===== src/rtl/oam_dma_ctrl_pkg.sv =====
// Shared constants, FSM state type and word-count helper for the OAM DMA controller.
package oam_dma_ctrl_pkg;

    localparam int unsigned DMA_DATA_W    = 32;
    localparam int unsigned DMA_ADDR_W    = 32;
    localparam int unsigned DMA_OAM_AW    = 8;
    localparam int unsigned MAX_SPR       = 64;
    localparam int unsigned WORDS_PER_SPR = 4;
    localparam int unsigned OAM_DEPTH     = MAX_SPR * WORDS_PER_SPR;
    localparam int unsigned SPR_IDX_W     = 6;
    localparam int unsigned SPR_CNT_W     = 7;
    localparam int unsigned WCNT_W        = $clog2(OAM_DEPTH + 1);

    typedef enum logic [1:0] {
        ST_IDLE,
        ST_FETCH,
        ST_WRITE,
        ST_FINISH
    } dma_state_e;

    // Words to move for a sprite count; counts above MAX_SPR saturate.
    function automatic logic [WCNT_W-1:0] words_for(input logic [SPR_CNT_W-1:0] cnt);
        logic [SPR_CNT_W-1:0] sat;
        sat = (cnt > SPR_CNT_W'(MAX_SPR)) ? SPR_CNT_W'(MAX_SPR) : cnt;
        return WCNT_W'(sat) * WCNT_W'(WORDS_PER_SPR);
    endfunction

endpackage


===== src/rtl/oam_dma_ctrl_if.sv =====
// CPU command, data-memory read port and OAM write port of the OAM DMA controller.
// master: the DMA controller. slave: CPU / memory / OAM / PPU environment.
interface oam_dma_ctrl_if
    import oam_dma_ctrl_pkg::*;
#(
    parameter int unsigned DATA_W = DMA_DATA_W,
    parameter int unsigned ADDR_W = DMA_ADDR_W,
    parameter int unsigned OAM_AW = DMA_OAM_AW
);
    logic                 start;
    logic [ADDR_W-1:0]    src_addr;
    logic [SPR_IDX_W-1:0] spr_first;
    logic [SPR_CNT_W-1:0] spr_count;
    logic                 ppu_oam_busy;
    logic                 mem_re;
    logic [ADDR_W-1:0]    mem_addr;
    logic [DATA_W-1:0]    mem_rdata;
    logic                 oam_we;
    logic [OAM_AW-1:0]    oam_addr;
    logic [DATA_W-1:0]    oam_wdata;
    logic                 cpu_stall;
    logic                 busy;
    logic                 done;

    modport master (
        input  start, src_addr, spr_first, spr_count, ppu_oam_busy, mem_rdata,
        output mem_re, mem_addr, oam_we, oam_addr, oam_wdata, cpu_stall, busy, done
    );

    modport slave (
        output start, src_addr, spr_first, spr_count, ppu_oam_busy, mem_rdata,
        input  mem_re, mem_addr, oam_we, oam_addr, oam_wdata, cpu_stall, busy, done
    );

endinterface


===== src/rtl/oam_dma_ctrl_addr_gen.sv =====
// Source byte address, OAM word address and remaining-word counters.
// Ports: clk, rst (sync, active-high), load (latch new transfer), step (one word written),
//        src_in/spr_first/spr_count (transfer arguments), src_addr/oam_addr (current
//        addresses), last_c (current word is the final one).
module oam_dma_ctrl_addr_gen
    import oam_dma_ctrl_pkg::*;
#(
    parameter int unsigned ADDR_W = DMA_ADDR_W,
    parameter int unsigned OAM_AW = DMA_OAM_AW
) (
    input  logic                 clk,
    input  logic                 rst,
    input  logic                 load,
    input  logic                 step,
    input  logic [ADDR_W-1:0]    src_in,
    input  logic [SPR_IDX_W-1:0] spr_first,
    input  logic [SPR_CNT_W-1:0] spr_count,
    output logic [ADDR_W-1:0]    src_addr,
    output logic [OAM_AW-1:0]    oam_addr,
    output logic                 last_c
);

    logic [WCNT_W-1:0] words_left;

    // Both address counters wrap naturally at their widths.
    always_ff @(posedge clk) begin
        if (rst) begin
            src_addr   <= '0;
            oam_addr   <= '0;
            words_left <= '0;
        end else if (load) begin
            src_addr   <= {src_in[ADDR_W-1:2], 2'b00};
            oam_addr   <= OAM_AW'({spr_first, 2'b00});
            words_left <= words_for(spr_count);
        end else if (step) begin
            src_addr   <= src_addr + ADDR_W'(4);
            oam_addr   <= oam_addr + OAM_AW'(1);
            words_left <= words_left - WCNT_W'(1);
        end
    end

    assign last_c = (words_left == WCNT_W'(1));

endmodule


===== src/rtl/oam_dma_ctrl.sv =====
// OAM DMA controller: copies sprite attribute words from data memory into OAM,
// stalling the CPU for the duration and deferring OAM writes while the PPU scans OAM.
// Ports: clk, rst (sync, active-high), bus (oam_dma_ctrl_if.master: command, memory
//        read port, OAM write port, cpu_stall/busy/done status).
module oam_dma_ctrl
    import oam_dma_ctrl_pkg::*;
#(
    parameter int unsigned DATA_W = DMA_DATA_W,
    parameter int unsigned ADDR_W = DMA_ADDR_W,
    parameter int unsigned OAM_AW = DMA_OAM_AW
) (
    input  logic            clk,
    input  logic            rst,
    oam_dma_ctrl_if.master  bus
);

    dma_state_e        state;
    logic [DATA_W-1:0] hold;
    logic              hold_valid;
    logic              load;
    logic              step;
    logic              last_c;
    logic [ADDR_W-1:0] src_addr;
    logic [OAM_AW-1:0] oam_addr;

    assign load = (state == ST_IDLE) && bus.start && (bus.spr_count != '0);
    assign step = bus.oam_we;

    oam_dma_ctrl_addr_gen #(
        .ADDR_W (ADDR_W),
        .OAM_AW (OAM_AW)
    ) u_addr_gen (
        .clk       (clk),
        .rst       (rst),
        .load      (load),
        .step      (step),
        .src_in    (bus.src_addr),
        .spr_first (bus.spr_first),
        .spr_count (bus.spr_count),
        .src_addr  (src_addr),
        .oam_addr  (oam_addr),
        .last_c    (last_c)
    );

    // Write strobe is decoded from the live PPU flag so it can never overlap a PPU scan.
    // On the first WRITE cycle the word comes straight from memory; afterwards from hold.
    assign bus.oam_we    = (state == ST_WRITE) && !bus.ppu_oam_busy;
    assign bus.oam_wdata = ((state == ST_WRITE) && !hold_valid) ? bus.mem_rdata : hold;
    assign bus.mem_addr  = src_addr;
    assign bus.oam_addr  = oam_addr;

    // Transfer sequencer with registered status outputs.
    always_ff @(posedge clk) begin
        if (rst) begin
            state         <= ST_IDLE;
            hold          <= '0;
            hold_valid    <= 1'b0;
            bus.mem_re    <= 1'b0;
            bus.busy      <= 1'b0;
            bus.cpu_stall <= 1'b0;
            bus.done      <= 1'b0;
        end else begin
            case (state)
                ST_IDLE: begin
                    bus.done <= 1'b0;
                    if (bus.start) begin
                        if (bus.spr_count != '0) begin
                            state         <= ST_FETCH;
                            bus.mem_re    <= 1'b1;
                            bus.busy      <= 1'b1;
                            bus.cpu_stall <= 1'b1;
                        end else begin
                            // Empty transfer: report completion without going busy.
                            state    <= ST_FINISH;
                            bus.done <= 1'b1;
                        end
                    end
                end
                ST_FETCH: begin
                    state      <= ST_WRITE;
                    bus.mem_re <= 1'b0;
                end
                ST_WRITE: begin
                    if (!hold_valid) begin
                        hold       <= bus.mem_rdata;
                        hold_valid <= 1'b1;
                    end
                    if (!bus.ppu_oam_busy) begin
                        hold_valid <= 1'b0;
                        if (last_c) begin
                            state         <= ST_FINISH;
                            bus.done      <= 1'b1;
                            bus.busy      <= 1'b0;
                            bus.cpu_stall <= 1'b0;
                        end else begin
                            state      <= ST_FETCH;
                            bus.mem_re <= 1'b1;
                        end
                    end
                end
                ST_FINISH: begin
                    state    <= ST_IDLE;
                    bus.done <= 1'b0;
                end
                default: state <= ST_IDLE;
            endcase
        end
    end

endmodule


===== src/flat_wrapper.sv =====
// flat-port wrapper written by rule: the top's interface ports become plain ports
module oam_dma_ctrl_flat import oam_dma_ctrl_pkg::*;
#(
    parameter int unsigned DATA_W = DMA_DATA_W,
    parameter int unsigned ADDR_W = DMA_ADDR_W,
    parameter int unsigned OAM_AW = DMA_OAM_AW
)
  (clk, rst, bus_start, bus_src_addr, bus_spr_first, bus_spr_count, bus_ppu_oam_busy, bus_mem_rdata, bus_mem_re, bus_mem_addr, bus_oam_we, bus_oam_addr, bus_oam_wdata, bus_cpu_stall, bus_busy, bus_done);
  oam_dma_ctrl_if #(.DATA_W(DATA_W), .ADDR_W(ADDR_W), .OAM_AW(OAM_AW)) bus_i ();
  input  logic clk;
  input  logic rst;
  input wire logic [$bits(bus_i.start)-1:0] bus_start;
  input wire logic [$bits(bus_i.src_addr)-1:0] bus_src_addr;
  input wire logic [$bits(bus_i.spr_first)-1:0] bus_spr_first;
  input wire logic [$bits(bus_i.spr_count)-1:0] bus_spr_count;
  input wire logic [$bits(bus_i.ppu_oam_busy)-1:0] bus_ppu_oam_busy;
  input wire logic [$bits(bus_i.mem_rdata)-1:0] bus_mem_rdata;
  output wire logic [$bits(bus_i.mem_re)-1:0] bus_mem_re;
  output wire logic [$bits(bus_i.mem_addr)-1:0] bus_mem_addr;
  output wire logic [$bits(bus_i.oam_we)-1:0] bus_oam_we;
  output wire logic [$bits(bus_i.oam_addr)-1:0] bus_oam_addr;
  output wire logic [$bits(bus_i.oam_wdata)-1:0] bus_oam_wdata;
  output wire logic [$bits(bus_i.cpu_stall)-1:0] bus_cpu_stall;
  output wire logic [$bits(bus_i.busy)-1:0] bus_busy;
  output wire logic [$bits(bus_i.done)-1:0] bus_done;
  assign bus_i.start = bus_start;
  assign bus_i.src_addr = bus_src_addr;
  assign bus_i.spr_first = bus_spr_first;
  assign bus_i.spr_count = bus_spr_count;
  assign bus_i.ppu_oam_busy = bus_ppu_oam_busy;
  assign bus_i.mem_rdata = bus_mem_rdata;
  assign bus_mem_re = bus_i.mem_re;
  assign bus_mem_addr = bus_i.mem_addr;
  assign bus_oam_we = bus_i.oam_we;
  assign bus_oam_addr = bus_i.oam_addr;
  assign bus_oam_wdata = bus_i.oam_wdata;
  assign bus_cpu_stall = bus_i.cpu_stall;
  assign bus_busy = bus_i.busy;
  assign bus_done = bus_i.done;
  oam_dma_ctrl #(.DATA_W(DATA_W), .ADDR_W(ADDR_W), .OAM_AW(OAM_AW)) u_core (.clk(clk), .rst(rst), .bus(bus_i));
endmodule

===== config.mk =====
export PLATFORM = sky130hd
export DESIGN_NAME = oam_dma_ctrl_flat
export DESIGN_NICKNAME = d
export VERILOG_FILES = /design/src/rtl/oam_dma_ctrl_pkg.sv /design/src/rtl/oam_dma_ctrl_if.sv /design/src/rtl/oam_dma_ctrl_addr_gen.sv /design/src/rtl/oam_dma_ctrl.sv /design/src/flat_wrapper.sv
export SDC_FILE = /design/constraint.sdc
export NUM_CORES = 1
export LEC_CHECK = 0
export CORE_MARGIN = 1
export CORE_UTILIZATION = 31
export CTS_CLUSTER_DIAMETER = 150
export DETAILED_ROUTE_END_ITERATION = 6
export GPL_TIMING_DRIVEN = 1
export PLACE_DENSITY = 0.62
export SYNTH_ARGS = -nofsm -noshare
export SYNTH_HDL_FRONTEND = slang
export SYNTH_HIERARCHICAL = 1
export SYNTH_SLANG_ARGS = --single-unit

===== constraint.sdc =====
create_clock -name clk -period 3.5 [get_ports clk]
set_clock_uncertainty 0.15 [all_clocks]
set_input_delay 0.35 -clock clk [delete_from_list [all_inputs] [get_ports clk]]
set_output_delay 0.35 -clock clk [all_outputs]
set_load 0.05 [all_outputs]

# Word level (Yosys, flattened, before mapping)
# Cells that the tools add are included.
# op_classes
n_reduce_logical,18
eq_ne,9
n_lt_le_gt_ge,1
n_mux,27
bitwise,1
n_addsub,3
# ops
op,count
$mux W32,3
$add A32 B3 Y32 const B,1
$mux W9,2
$mux W8,2
$mux W1,11
$reduce_and A5 Y1,2
$eq A9 B1 Y1 const B,1
$sub A9 B1 Y9 const B,1
$add A8 B1 Y8 const B,1
$mux W2,4
$ne A2 B2 Y1 const B,4
$pmux W2 S4,1
$gt A7 B7 Y1 const B,1
$mux W7,1
$reduce_bool A7 Y1,1
$pmux W1 S3,2
$reduce_bool A3 Y1,2
$eq A2 B2 Y1 const B,2
$logic_and A1 B1 Y1,4
$reduce_and A2 Y1,2
$reduce_bool A2 Y1,2
$reduce_and A3 Y1,1
$eq A2 B1 Y1 const B,1
$logic_not A1 Y1,2
5 further kinds,5
# word_totals
out_inout_bits,77
reg_bits,87

# Longest topological paths before layout
# logic_depth
depth_word,4
mapped_depth,10

# Cells and area by module
# Netlist, hierarchy kept.
# by_module_without_submodules
mod,instances,cells_per_inst,seq_area_each_um2,area_per_inst_um2
oam_dma_ctrl_addr_gen,1,331,940.9,2705.1
oam_dma_ctrl,1,139,760.7,1597.8

# Least setup slack after synthesis
# Ideal clock, no wire load.
# synth_timing
path_type,reg-to-reg
start,reg u_core.state[0]
end,reg u_core.u_addr_gen.src_addr[23]
t_arrival_ps,2693
synth_period_minus_slack_ps,2957
path_stages_with_launch,10
t_required_ps,3235
path_slack_ps,543
cell_sequence,dfxtp_1 -> buf_2 -> or2b_1 -> nor2_1 -> buf_2 -> and4_1 -> nand3_4 -> nor4_1 -> xor2_1 -> o21a_1
# synth_via
word_cells_on_any_way,7
cone_classes,eq/ne (1); mux (1); reduce/logical (5)
# synth_lines
item,line,rtl
start: declaration,oam_dma_ctrl.sv:17,dma_state_e state;
start signal: assignment,oam_dma_ctrl.sv:55,state <= ST_IDLE;
start signal: assignment,oam_dma_ctrl.sv:68,state <= ST_FETCH;
start signal: assignment,oam_dma_ctrl.sv:74,state <= ST_FINISH;
$eq A2 B2 Y1,oam_dma_ctrl.sv:47,assign bus.oam_we = (state == ST_WRITE) && !bus.ppu_oam_busy;
$logic_and A1 B1 Y1,oam_dma_ctrl.sv:47,
net bus_oam_we,flat_wrapper.sv:20,output wire logic [$bits(bus_i.oam_we)-1:0] bus_oam_we;
$reduce_bool A2 Y1 (no source line),--,
end signal: assignment,oam_dma_ctrl_addr_gen.sv:32,"src_addr <= {src_in[ADDR_W-1:2], 2'b00};"
end signal: assignment,oam_dma_ctrl_addr_gen.sv:36,src_addr <= src_addr + ADDR_W'(4);
end: declaration,oam_dma_ctrl_addr_gen.sv:18,"output logic [ADDR_W-1:0] src_addr,"
# The timed path passes the listed nets, and every way through them passes these cells.
# A chain may end at the register's enable or synchronous reset.

# Final worst setup path
# layout_timing
start,reg u_core.state[1]
end,out bus_oam_wdata[18]
# layout_via
elab_chain_len,3
# layout_lines
item,line,rtl
$eq A2 B2 Y1,oam_dma_ctrl.sv:48,assign bus.oam_wdata = ((state == ST_WRITE) && !hold_valid) ? bus.mem_rdata : hold;
$logic_and A1 B1 Y1,oam_dma_ctrl.sv:48,
$mux W32,oam_dma_ctrl.sv:48,
end: declaration,flat_wrapper.sv:22,output wire logic [$bits(bus_i.oam_wdata)-1:0] bus_oam_wdata;
# No other way between the ends.

==> results.cfg <==
[sta]
slew_violations = 0
max_slew_margin_pct = 51.4
hold_viol = 0
post-route-min-period_ns = 3.03
worstMarginPinSlew_ns = 0.728
fin_hold_ws_ns = 0.376
setup_viol = 0
period_share_pct = 86.6
max_freq_mhz = 330
fin_ws_ns = 0.468
tns_ns = 0
rsz0062_at_grt = false

[final_layout]
drive_above_1_share_pct = 11.7
final_common_cell = clkdlybuf4s50_1
nets = 698
post-route-util_pct = 46.5
diodes = 0
final_cell_mix = clkdlybuf4s50_1, dfxtp_1, nor2_1, mux2_2, a21oi_1
area_growth_pct = 44.9

[logic_synthesis]
synth_area_per_cell_um2 = 9.16
synth_top_area_cell = dfxtp_1
synth_top_cells_by_area = dfxtp_1, mux2_2, xor2_1
ys_ff_latch = 85
synth-async-reset-ratio_pct = 0
synth_area_um2 = 4300
ys_types = 51
synth_edf_count = 0
synth_top_area_share_pct = 39.5
ys_seq_area_share_pct = 39.5
synth-main-ff-cell = dfxtp_1
synth_warnings = 6
syn_inst = 470

[drt]
drc_errors = 0
vias = 3809
drt_first_pass_iters = 4
ant_nets = 0
wl_per_cell_um = 13.8
wl_um = 10900
drtIter0Drc = 131
viasPerCell = 4.81

[power]
pwr_density_cell_nw_per_um2 = 434
power.total_mw = 2.71
peakVddDrop_mv = 0.187
p_leak_nw = 2.46

[run_status]
status = complete, no violations

[worst_setup_path]
critPathSlowestCell = clkdlybuf4s50_1
arrival_ns = 2.53
slowest_delay_ns = 0.71
crit_fanout = 32
crit_buf_inv = 2
cp-end-kind = primary output
critPathRequiredTime_ns = 3.00
cp-start-kind = flop
cp_top_family = buffers and inverters
path_class = flop to primary output
path_cells = nor3b_4, buf_4, mux2_2, clkdlybuf4s50_1

[clocking]
clk_latency_ns = 0.34
clockBufferDepth = 2
numCtsBuffers = 9
postCtsSetupRepairBufs = 0
cts_tree = yes
ctsHoldBuffers = 0
cts.sinks = 85
post_cts_resized = 0
cts_root_buffer = clkbuf_16
cts.clk_slew.worst_paths_ns = 0.06
cts.htree.levels = 3

[global_routing]
grt_max_degree = 43
antenna_found_initial = 0
grt_overflow = 0
grt_usage_pct = 15.5
grt_pass1_vias = 3549
grt_pass1_wl_um = 17600

[floorplanning]
die-area_um2 = 14400
fp.dieH_um = 120
fp.dieW_um = 120
start_util_pct = 32.1
pin_count = 158
coreArea_um2 = 13400
rows = 42

[job]
max-cap-violations = 0

[placed_design]
pre_cts_ws_ns = 0.664
gp_congestion = 0.759
port_buffers = 153
hpwlAfterDp_um = 8000

[hold_path]
hold_path_class = flop to flop
==> sequential cells by signal, summed over array words and instances (netlist names) <==
register                      flops
u_core/bus.mem_re                 1
u_core/bus.busy                   1
u_core/u_addr_gen/oam_addr        8
u_core/u_addr_gen/src_addr       30
u_core/hold_valid                 1
u_core/u_addr_gen/words_left      9
u_core/state                      2
u_core/bus.done                   1
u_core/hold                      32
==> metrics by stage <==
stage / area (um^2) / cells
after floorplan: 4310 / 471
after global placement: 5950 / 778
final: 6240 / 792
after global routing: 6240 / 792
after CTS: 6240 / 792
after detailed placement: 5950 / 778
==> power by group <==
| part | total (mW) | internal (mW) | switching [mW] |
|---|---|---|---|
| clock | 0.914 | 0.549 | 0.365 |
| sequential | 1.09 | 1.03 | 0.0648 |
| combinational | 0.699 | 0.299 | 0.400 |
| total | 2.71 | 1.88 | 0.830 |
==> cell usage after synthesis (11+ instances only) <==
library cell  instances
nor3_1               16
inv_1                24
nor2_1               41
and2b_1              19
nor2b_1              14
dfxtp_1              85
xnor2_1              20
a21oi_1              27
xor2_1               22
mux2_2               32
nand4_1              11
mux2i_1              12
nand2_1              20
clkbuf_1             16
o21a_1               13
==> kinds of logic (layout without fill, tap and decap cells) <==
family / count (synthesis) / after routing / synth area share (%)
muxes: 44 / 44 / 11.2
AOI/OAI and AO/OA: 68 / 68 / 9.89
buffers and inverters: 53 / 198 / 5.76
other: 1 / 2 / 0.0872
xor gates and xnor gates: 42 / 42 / 8.55
adders and majority gates: 4 / 4 / 1.16
DFF: 85 / 85 / 39.5
and+or+nand+nor: 173 / 173 / 23.8
==> layer usage <==
metal | vias to the layer above | part of all wire, % | track usage (%)
met5 | - | 0 | 0
met3 | 12 | 7.4 | 4.28
met2 | 140 | 43 | 23.7
met4 | 0 | 1.7 | 6.56
met1 | 1760 | 48 | 20.4
li1 | 1897 | - | -
==> final timing paths <==
check	start	to	slack, ns	cells after the start
worst min register to register	u_core/bus.mem_re	u_core/bus.mem_re	0.38	2
worst max register to register	u_core/state[1]	u_core/u_addr_gen/src_addr[23]	0.97	7
worst min-delay path	u_core/bus.mem_re	u_core/bus.mem_re	0.38	2
worst max-delay path	u_core/state[1]	bus_oam_wdata[18]	0.47	4
==> final cells by class <==
cell class,instances,area [um^2]
multi-input cells,333,2360
inverters,24,90.1
fillers,1312,7160
well taps,176,220
repair buffers,160,1580
flip-flops and latches,85,1700
clock buffers,13,280
clock inverters,1,5.00
==> worst min-delay path, stage by stage (launching register included) <==
cell,delay (ns)
dfxtp_1,0.33
nand2b_1,0.08
a31oi_1,0.07
No activity file was read; power rests on OpenSTA's default activity.
